===== config.mk =====
export PLATFORM = sky130hd
export DESIGN_NAME = scan_box_timing_flat
export DESIGN_NICKNAME = d
export VERILOG_FILES = /design/src/rtl/scan_pkg.sv /design/src/rtl/scan_box_timing_if.sv /design/src/rtl/box_shadow_reg.sv /design/src/rtl/scan_box_timing.sv /design/src/flat_wrapper.sv
export SDC_FILE = /design/constraint.sdc
export NUM_CORES = 1
export LEC_CHECK = 0
export BUFFER_PORTS_ARGS = -buffer_cell sky130_fd_sc_hd__buf_2
export CAP_MARGIN = 10
export CELL_PAD_IN_SITES_DETAIL_PLACEMENT = 1
export CELL_PAD_IN_SITES_GLOBAL_PLACEMENT = 1
export CORE_MARGIN = 10
export CORE_UTILIZATION = 43
export DETAILED_ROUTE_END_ITERATION = 16
export MAX_ROUTING_LAYER = met4
export PLACE_DENSITY_LB_ADDON = 0.1
export SLEW_MARGIN = 20
export SYNTH_ARGS = -nofsm -noshare
export SYNTH_HDL_FRONTEND = slang
export SYNTH_SLANG_ARGS = --single-unit

===== constraint.sdc =====
create_clock -name clk -period 2 [get_ports clk]
set_input_delay 0.1 -clock clk [delete_from_list [all_inputs] [get_ports clk]]
set_output_delay 0.1 -clock clk [all_outputs]
set_load 0.05 [all_outputs]

===== src/rtl/scan_pkg.sv =====
// Shared definitions for the raster timing generator and its box shadow register.
// Holds the default 1280x720 timing, the reset-time bounding box, the counter
// widths, the box record type and the box validity check.
package scan_pkg;

  localparam int XW = 11;
  localparam int YW = 10;

  localparam int H_ACTIVE = 1280;
  localparam int H_FP     = 110;
  localparam int H_SYNC   = 40;
  localparam int H_BP     = 220;
  localparam int H_TOTAL  = H_ACTIVE + H_FP + H_SYNC + H_BP;

  localparam int V_ACTIVE = 720;
  localparam int V_FP     = 5;
  localparam int V_SYNC   = 5;
  localparam int V_BP     = 20;
  localparam int V_TOTAL  = V_ACTIVE + V_FP + V_SYNC + V_BP;

  localparam bit HS_POL = 1'b1;
  localparam bit VS_POL = 1'b1;

  localparam int BOX_L = 220;
  localparam int BOX_R = 1060;
  localparam int BOX_T = 210;
  localparam int BOX_B = 510;

  typedef struct packed {
    logic [XW-1:0] left;
    logic [XW-1:0] right;
    logic [YW-1:0] top;
    logic [YW-1:0] bottom;
  } box_t;

  typedef enum logic {
    BOX_EMPTY = 1'b0,
    BOX_HELD  = 1'b1
  } box_state_t;

  function automatic box_t make_box(input int l, input int r, input int t, input int b);
    box_t bx;
    bx.left   = XW'(l);
    bx.right  = XW'(r);
    bx.top    = YW'(t);
    bx.bottom = YW'(b);
    return bx;
  endfunction

  // A box must be non-empty and fit inside the visible area; the right and
  // bottom edges are exclusive, so they may equal the active size.
  function automatic logic box_ok(input box_t bx, input int h_lim, input int v_lim);
    return (bx.left < bx.right) && (bx.top < bx.bottom) &&
           (bx.right <= XW'(h_lim)) && (bx.bottom <= YW'(v_lim));
  endfunction

endpackage


===== src/rtl/scan_box_timing_if.sv =====
// Bus bundle of the raster timing generator.
//   box_valid, box_*_i   control side offers a new bounding box
//   box_ready, box_err   handshake status (err is a one-cycle reject pulse)
//   x, y, de, hsync, vsync, frame_start   raster position and sync
//   left, right, top, bottom              committed box for the divider
// slave: the timing generator; master: the control side / divider view.
interface scan_box_timing_if;
  import scan_pkg::*;

  logic          box_valid;
  logic          box_ready;
  logic [XW-1:0] box_left_i;
  logic [XW-1:0] box_right_i;
  logic [YW-1:0] box_top_i;
  logic [YW-1:0] box_bottom_i;
  logic          box_err;

  logic [XW-1:0] x;
  logic [YW-1:0] y;
  logic          hsync;
  logic          vsync;
  logic          de;
  logic          frame_start;

  logic [XW-1:0] left;
  logic [XW-1:0] right;
  logic [YW-1:0] top;
  logic [YW-1:0] bottom;

  modport slave (
    input  box_valid, box_left_i, box_right_i, box_top_i, box_bottom_i,
    output box_ready, box_err,
    output x, y, hsync, vsync, de, frame_start,
    output left, right, top, bottom
  );

  modport master (
    output box_valid, box_left_i, box_right_i, box_top_i, box_bottom_i,
    input  box_ready, box_err,
    input  x, y, hsync, vsync, de, frame_start,
    input  left, right, top, bottom
  );

endinterface


===== src/rtl/box_shadow_reg.sv =====
// Bounding-box shadow register: accepts a box offer, validates it, holds it
// as pending and copies it to the committed box on the frame-boundary strobe.
//   clk, rst        pixel clock, synchronous active-high reset
//   commit          high on the last pixel of the frame
//   box_valid/box_* offered box
//   box_ready       high while nothing is pending
//   box_err         one-cycle pulse after a rejected offer
//   box_q           committed box
//
// state     | meaning
// BOX_EMPTY | no pending box, offers are accepted
// BOX_HELD  | valid box pending, waits for the frame boundary
module box_shadow_reg
  import scan_pkg::*;
#(
  parameter int H_LIM = H_ACTIVE,
  parameter int V_LIM = V_ACTIVE,
  parameter int DEF_L = BOX_L,
  parameter int DEF_R = BOX_R,
  parameter int DEF_T = BOX_T,
  parameter int DEF_B = BOX_B
) (
  input  logic          clk,
  input  logic          rst,
  input  logic          commit,
  input  logic          box_valid,
  input  logic [XW-1:0] box_left_i,
  input  logic [XW-1:0] box_right_i,
  input  logic [YW-1:0] box_top_i,
  input  logic [YW-1:0] box_bottom_i,
  output logic          box_ready,
  output logic          box_err,
  output box_t          box_q
);

  localparam box_t DEF_BOX = make_box(DEF_L, DEF_R, DEF_T, DEF_B);

  box_state_t state, state_nxt;
  box_t       offered, pending;
  logic       capture, load, err_nxt;

  assign offered   = {box_left_i, box_right_i, box_top_i, box_bottom_i};
  assign box_ready = (state == BOX_EMPTY);

  // A capture can only happen in BOX_EMPTY, so a box accepted on the commit
  // cycle is never committed in that same cycle and waits a full frame.
  always_comb begin
    state_nxt = state;
    capture   = 1'b0;
    load      = 1'b0;
    err_nxt   = 1'b0;
    case (state)
      BOX_EMPTY: begin
        if (box_valid) begin
          if (box_ok(offered, H_LIM, V_LIM)) begin
            capture   = 1'b1;
            state_nxt = BOX_HELD;
          end else begin
            err_nxt = 1'b1;
          end
        end
      end
      BOX_HELD: begin
        if (commit) begin
          load      = 1'b1;
          state_nxt = BOX_EMPTY;
        end
      end
      default: state_nxt = BOX_EMPTY;
    endcase
  end

  always_ff @(posedge clk) begin
    if (rst) begin
      state   <= BOX_EMPTY;
      pending <= '0;
      box_q   <= DEF_BOX;
      box_err <= 1'b0;
    end else begin
      state   <= state_nxt;
      box_err <= err_nxt;
      if (capture) pending <= offered;
      if (load)    box_q   <= pending;
    end
  end

endmodule


===== src/rtl/scan_box_timing.sv =====
// Raster timing generator for the region clock divider.
//   clk, rst   pixel clock, synchronous active-high reset
//   bus        scan_box_timing_if.slave: box handshake in, raster position,
//              sync, display enable and committed box out
// All outputs are registered from the h/v counter state (one-cycle latency),
// and the committed box goes through the same output stage so a new box
// appears together with frame_start.
module scan_box_timing
  import scan_pkg::*;
#(
  parameter int H_ACT   = H_ACTIVE,
  parameter int H_FRONT = H_FP,
  parameter int H_SW    = H_SYNC,
  parameter int H_BACK  = H_BP,
  parameter int V_ACT   = V_ACTIVE,
  parameter int V_FRONT = V_FP,
  parameter int V_SW    = V_SYNC,
  parameter int V_BACK  = V_BP,
  parameter bit HS_LVL  = HS_POL,
  parameter bit VS_LVL  = VS_POL,
  parameter int DEF_L   = BOX_L,
  parameter int DEF_R   = BOX_R,
  parameter int DEF_T   = BOX_T,
  parameter int DEF_B   = BOX_B
) (
  input logic           clk,
  input logic           rst,
  scan_box_timing_if.slave bus
);

  localparam int H_TOT = H_ACT + H_FRONT + H_SW + H_BACK;
  localparam int V_TOT = V_ACT + V_FRONT + V_SW + V_BACK;

  localparam logic [XW-1:0] H_LAST = XW'(H_TOT - 1);
  localparam logic [XW-1:0] H_VIS  = XW'(H_ACT);
  localparam logic [XW-1:0] HS_ON  = XW'(H_ACT + H_FRONT);
  localparam logic [XW-1:0] HS_OFF = XW'(H_ACT + H_FRONT + H_SW);
  localparam logic [YW-1:0] V_LAST = YW'(V_TOT - 1);
  localparam logic [YW-1:0] V_VIS  = YW'(V_ACT);
  localparam logic [YW-1:0] VS_ON  = YW'(V_ACT + V_FRONT);
  localparam logic [YW-1:0] VS_OFF = YW'(V_ACT + V_FRONT + V_SW);

  localparam box_t DEF_BOX = make_box(DEF_L, DEF_R, DEF_T, DEF_B);

  logic [XW-1:0] h;
  logic [YW-1:0] v;
  logic          commit;
  box_t          box_shadow;

  logic [XW-1:0] x_q;
  logic [YW-1:0] y_q;
  logic          de_q, hs_q, vs_q, fs_q;
  box_t          box_out;

  always_ff @(posedge clk) begin
    if (rst) begin
      h <= '0;
      v <= '0;
    end else if (h == H_LAST) begin
      h <= '0;
      v <= (v == V_LAST) ? '0 : v + 1'b1;
    end else begin
      h <= h + 1'b1;
    end
  end

  assign commit = (h == H_LAST) && (v == V_LAST);

  box_shadow_reg #(
    .H_LIM (H_ACT),
    .V_LIM (V_ACT),
    .DEF_L (DEF_L),
    .DEF_R (DEF_R),
    .DEF_T (DEF_T),
    .DEF_B (DEF_B)
  ) u_shadow (
    .clk          (clk),
    .rst          (rst),
    .commit       (commit),
    .box_valid    (bus.box_valid),
    .box_left_i   (bus.box_left_i),
    .box_right_i  (bus.box_right_i),
    .box_top_i    (bus.box_top_i),
    .box_bottom_i (bus.box_bottom_i),
    .box_ready    (bus.box_ready),
    .box_err      (bus.box_err),
    .box_q        (box_shadow)
  );

  // vsync is decoded from v, which only moves on the h wrap, so it toggles
  // in the same output cycle where x returns to 0.
  always_ff @(posedge clk) begin
    if (rst) begin
      x_q     <= '0;
      y_q     <= '0;
      de_q    <= 1'b0;
      hs_q    <= ~HS_LVL;
      vs_q    <= ~VS_LVL;
      fs_q    <= 1'b0;
      box_out <= DEF_BOX;
    end else begin
      x_q     <= h;
      y_q     <= v;
      de_q    <= (h < H_VIS) && (v < V_VIS);
      hs_q    <= ((h >= HS_ON) && (h < HS_OFF)) ? HS_LVL : ~HS_LVL;
      vs_q    <= ((v >= VS_ON) && (v < VS_OFF)) ? VS_LVL : ~VS_LVL;
      fs_q    <= (h == '0) && (v == '0);
      box_out <= box_shadow;
    end
  end

  assign bus.x           = x_q;
  assign bus.y           = y_q;
  assign bus.de          = de_q;
  assign bus.hsync       = hs_q;
  assign bus.vsync       = vs_q;
  assign bus.frame_start = fs_q;
  assign bus.left        = box_out.left;
  assign bus.right       = box_out.right;
  assign bus.top         = box_out.top;
  assign bus.bottom      = box_out.bottom;

endmodule


===== src/flat_wrapper.sv =====
// flat-port wrapper written by rule: the top's interface ports become plain ports
module scan_box_timing_flat import scan_pkg::*;
#(
  parameter int H_ACT   = H_ACTIVE,
  parameter int H_FRONT = H_FP,
  parameter int H_SW    = H_SYNC,
  parameter int H_BACK  = H_BP,
  parameter int V_ACT   = V_ACTIVE,
  parameter int V_FRONT = V_FP,
  parameter int V_SW    = V_SYNC,
  parameter int V_BACK  = V_BP,
  parameter bit HS_LVL  = HS_POL,
  parameter bit VS_LVL  = VS_POL,
  parameter int DEF_L   = BOX_L,
  parameter int DEF_R   = BOX_R,
  parameter int DEF_T   = BOX_T,
  parameter int DEF_B   = BOX_B
)
  (clk, rst, bus_box_valid, bus_box_left_i, bus_box_right_i, bus_box_top_i, bus_box_bottom_i, bus_box_ready, bus_box_err, bus_x, bus_y, bus_hsync, bus_vsync, bus_de, bus_frame_start, bus_left, bus_right, bus_top, bus_bottom);
  scan_box_timing_if bus_i ();
  input logic clk;
  input logic rst;
  input wire logic [$bits(bus_i.box_valid)-1:0] bus_box_valid;
  input wire logic [$bits(bus_i.box_left_i)-1:0] bus_box_left_i;
  input wire logic [$bits(bus_i.box_right_i)-1:0] bus_box_right_i;
  input wire logic [$bits(bus_i.box_top_i)-1:0] bus_box_top_i;
  input wire logic [$bits(bus_i.box_bottom_i)-1:0] bus_box_bottom_i;
  output wire logic [$bits(bus_i.box_ready)-1:0] bus_box_ready;
  output wire logic [$bits(bus_i.box_err)-1:0] bus_box_err;
  output wire logic [$bits(bus_i.x)-1:0] bus_x;
  output wire logic [$bits(bus_i.y)-1:0] bus_y;
  output wire logic [$bits(bus_i.hsync)-1:0] bus_hsync;
  output wire logic [$bits(bus_i.vsync)-1:0] bus_vsync;
  output wire logic [$bits(bus_i.de)-1:0] bus_de;
  output wire logic [$bits(bus_i.frame_start)-1:0] bus_frame_start;
  output wire logic [$bits(bus_i.left)-1:0] bus_left;
  output wire logic [$bits(bus_i.right)-1:0] bus_right;
  output wire logic [$bits(bus_i.top)-1:0] bus_top;
  output wire logic [$bits(bus_i.bottom)-1:0] bus_bottom;
  assign bus_i.box_valid = bus_box_valid;
  assign bus_i.box_left_i = bus_box_left_i;
  assign bus_i.box_right_i = bus_box_right_i;
  assign bus_i.box_top_i = bus_box_top_i;
  assign bus_i.box_bottom_i = bus_box_bottom_i;
  assign bus_box_ready = bus_i.box_ready;
  assign bus_box_err = bus_i.box_err;
  assign bus_x = bus_i.x;
  assign bus_y = bus_i.y;
  assign bus_hsync = bus_i.hsync;
  assign bus_vsync = bus_i.vsync;
  assign bus_de = bus_i.de;
  assign bus_frame_start = bus_i.frame_start;
  assign bus_left = bus_i.left;
  assign bus_right = bus_i.right;
  assign bus_top = bus_i.top;
  assign bus_bottom = bus_i.bottom;
  scan_box_timing #(.H_ACT(H_ACT), .H_FRONT(H_FRONT), .H_SW(H_SW), .H_BACK(H_BACK), .V_ACT(V_ACT), .V_FRONT(V_FRONT), .V_SW(V_SW), .V_BACK(V_BACK), .HS_LVL(HS_LVL), .VS_LVL(VS_LVL), .DEF_L(DEF_L), .DEF_R(DEF_R), .DEF_T(DEF_T), .DEF_B(DEF_B)) u_core (.clk(clk), .rst(rst), .bus(bus_i));
endmodule

==> key figures <==
Global routing
  – Overall Global Routing Usage: 0.170
  – Overflow after GRT: 0
  – Number of global-route vias before repair: 5884
  – First-pass GRT wire length: 29500 um
  – Initial antenna violation count: 0
  – Largest net degree at the start of global routing: 61

Routing
  – Drt total wl: 18200 um
  – DR vias: 5391
  – Met1 WL: 8760 um
  – Final ANT Viol Nets: 0
  – # DRC: 0
  – Met3 routed WL: 828 um
  – Highest routed layer: met4
  – WL/cell: 16.3 um
  – DR vias/cell: 4.81
  – Drt initial violations: 223
  – Routed wl met2: 8450 um
  – Drt first pass iters: 4

Yosys
  – Ranking of synthesized cells by area: dfxtp_1 (50%), nand2b_1 (7.9%), mux2i_1 (6.2%)
  – Yosys warnings: 0
  – Main synth FF type: dfxtp_1
  – Synth cell count leaders: dfxtp_1 (174), nand2_1 (100), nand2b_1 (88)
  – Most numerous cell in the Yosys netlist: dfxtp_1
  – Sequential fraction of the synthesis area: 0.501
  – Post-synth ARST share: 0
  – Seq cells post-synth: 174
  – Syn Inst Count: 726
  – Syn Area/Cell: 9.59 um^2
  – Synth unique cells: 46
  – Post-Syn Area: 6960 um^2
  – Top cell type's share of synthesized area: 0.501
  – Post-synth EDFFs: 0
  – Syn nets: 797
  – Leading area contributor after synthesis: dfxtp_1

Setup path
  – CP Launch Type: input pin
  – Worst EP arrival: 2.25 ns
  – Worst path required time: 2.35 ns
  – CP endpoint kind: flop
  – Crit Path Category: input pin to flop
  – Worst r2r path cells: 7
  – Worst-path maximum fanout: 8

Final layout
  – Layout cells sized above 1: 0.248
  – Nets@finish: 962
  – Non-filler instance count after layout: 1120
  – P&R area growth vs syn: 28.9%
  – Fill cells: 1819
  – Antenna Cells: 0
  – Design area: 8970 um^2

Timing
  – Hold WS: 0.0572 ns
  – Worst Setup Slack, final: 0.0977 ns
  – Final hold violations: 0
  – RSZ-0062 raised after global routing: no
  – Tmin final: 1.90 ns
  – Final slew viol count: 0
  – Final worst-path cycle share: 0.951
  – Setup-failing EPs final: 0
  – Clk_skew: 0.0135 ns
  – Worst-margin pin slew: 0.593 ns
  – F_max: 0.526 GHz
  – Relative slew margins: 0.594

Die
  – Starting Density: 0.438
  – Die height: 147 um
  – # rows: 46
  – Die area: 21700 um^2
  – Core Footprint: 15900 um^2
  – Die Width: 147 um
  – Io pins: 114

Placed design
  – Placer Congestion: 0.822
  – PortBufs: 113
  – Placed cell count: 1052
  – Post-detail-place hpwl: 13100 um
  – Placed Area: 7880 um^2
  – DP Worst Slack: -0.263 ns

Clocking
  – Clk_lat worst skew: 0.43 ns
  – TritonCTS clock tree: done
  – H-tree depth: 4
  – CTS buffer count: 17
  – Root buffer cell: clkbuf_16
  – Max Root-Sink Buffers: 2
  – Clock sink count: 174
  – Clock transition at path regs: 0.06 ns

Status
  – Status: complete, no violations

Power
  – Lkg Pwr: 3.76 nW
  – Pwr Density: 852 nW/um^2
  – Peak VDD IR: 0.582 mV

Hold path
  – Worst hold path class: input pin to flop
  – Worst hold stages: 3

Flow run
  – Max-cap violations: 0
==> report_power, final <==
group / total, W / switching [W] / internal (W)
Sequential: 0.00354 / 0.0000291 / 0.00351
Clock: 0.00355 / 0.00138 / 0.00217
Combinational: 0.000559 / 0.000291 / 0.000268
Total: 0.00764 / 0.00170 / 0.00594
==> through the flow <==
step / total power, W / utilization / setup TNS [ns]
after floorplan: 0.00391 / - / 0
after global placement: 0.00408 / 0.496 / -6.90
after detailed placement: 0.00410 / 0.496 / -8.95
after CTS: 0.00768 / 0.557 / 0
after global routing: 0.00792 / 0.565 / 0
final: 0.00764 / 0.565 / 0
==> worst max-delay path, cell delays in order <==
cell,delay [ns]
dlygate4sd3_1,0.54
buf_2,0.14
ha_1,0.29
nand2_1,0.06
o21ai_1,0.07
nor3_2,0.24
and4b_4,0.39
clkbuf_16,0.20
mux2i_1,0.20
==> layout make-up <==
class,instances,area [um^2],share of cell area
well taps,216,270,0.0301
repair buffers,189,1320,0.147
clock inverters,12,181,0.0202
flip-flops and latches,174,3480,0.388
multi-input cells,484,3160,0.352
clock buffers,20,457,0.0509
inverters,25,93.8,0.0105
==> final timing paths <==
path,start,end,slack [ns]
worst min register to register,u_core.u_shadow.box_q[7]$_SDFFE_PP1P_,u_core.bus.bottom[7]$_SDFF_PP1_,0.44
worst max register to register,u_core.v[8]$_SDFFE_PP0N_,u_core.u_shadow.box_q[36]$_SDFFE_PP0P_,0.11
worst min-delay path,bus_box_left_i[10],u_core.u_shadow.pending[41]$_SDFFE_PP0P_,0.06
worst max-delay path,bus_box_left_i[9],u_core.u_shadow.pending[36]$_SDFFE_PP0P_,0.1
==> metal layers <==
layer | track usage | vias to the layer above
li1 | - | 2690
met1 | 0.212 | 2584
met2 | 0.267 | 103
met3 | 0.0461 | 14
met4 | 0.0481 | 0
met5 | - | -
==> cell families after synthesis <==
family | count (synthesis) | share of synthesized area
AND/OR/NAND/NOR | 344 | 0.272
XOR/XNOR | 17 | 0.0214
adder cells (fa/ha/maj) | 26 | 0.0467
AO/OA/AOI/OAI | 54 | 0.0458
buffers and inverters | 68 | 0.0518
flip-flops | 174 | 0.501
multiplexers | 43 | 0.0618
==> repair_timing <==
action	4_1_cts	5_1_grt
hold buffers	32	0
endpoints found under the setup margin	0	84
setup buffers	0	1
gates resized for setup	0	10
hold endpoints to repair	32	0
==> state kept, by name (all words and copies together) (netlist names), 10 cells and up <==
signal and cells:
u_core.bus.right 11, u_core.u_shadow.pending 42, u_core.bus.top 10, u_core.v 10, u_core.bus.bottom 10, u_core.bus.y 10
u_core.bus.x 11, u_core.h 11, u_core.bus.left 11, u_core.u_shadow.box_q 42
==> cells in the final DEF (no fill, tap or decap), drive strengths merged, types with 28 or more instances in the layout <==
cell type | Yosys | layout
nor2b | 40 | 40
buf | 13 | 154
a21oi | 33 | 33
nand2b | 88 | 88
dfxtp | 174 | 174
inv | 25 | 28
nand2 | 100 | 100
nor2 | 30 | 30
dlygate4sd3 | 0 | 32
mux2i | 43 | 43
Power figures use the tool's default switching activity.
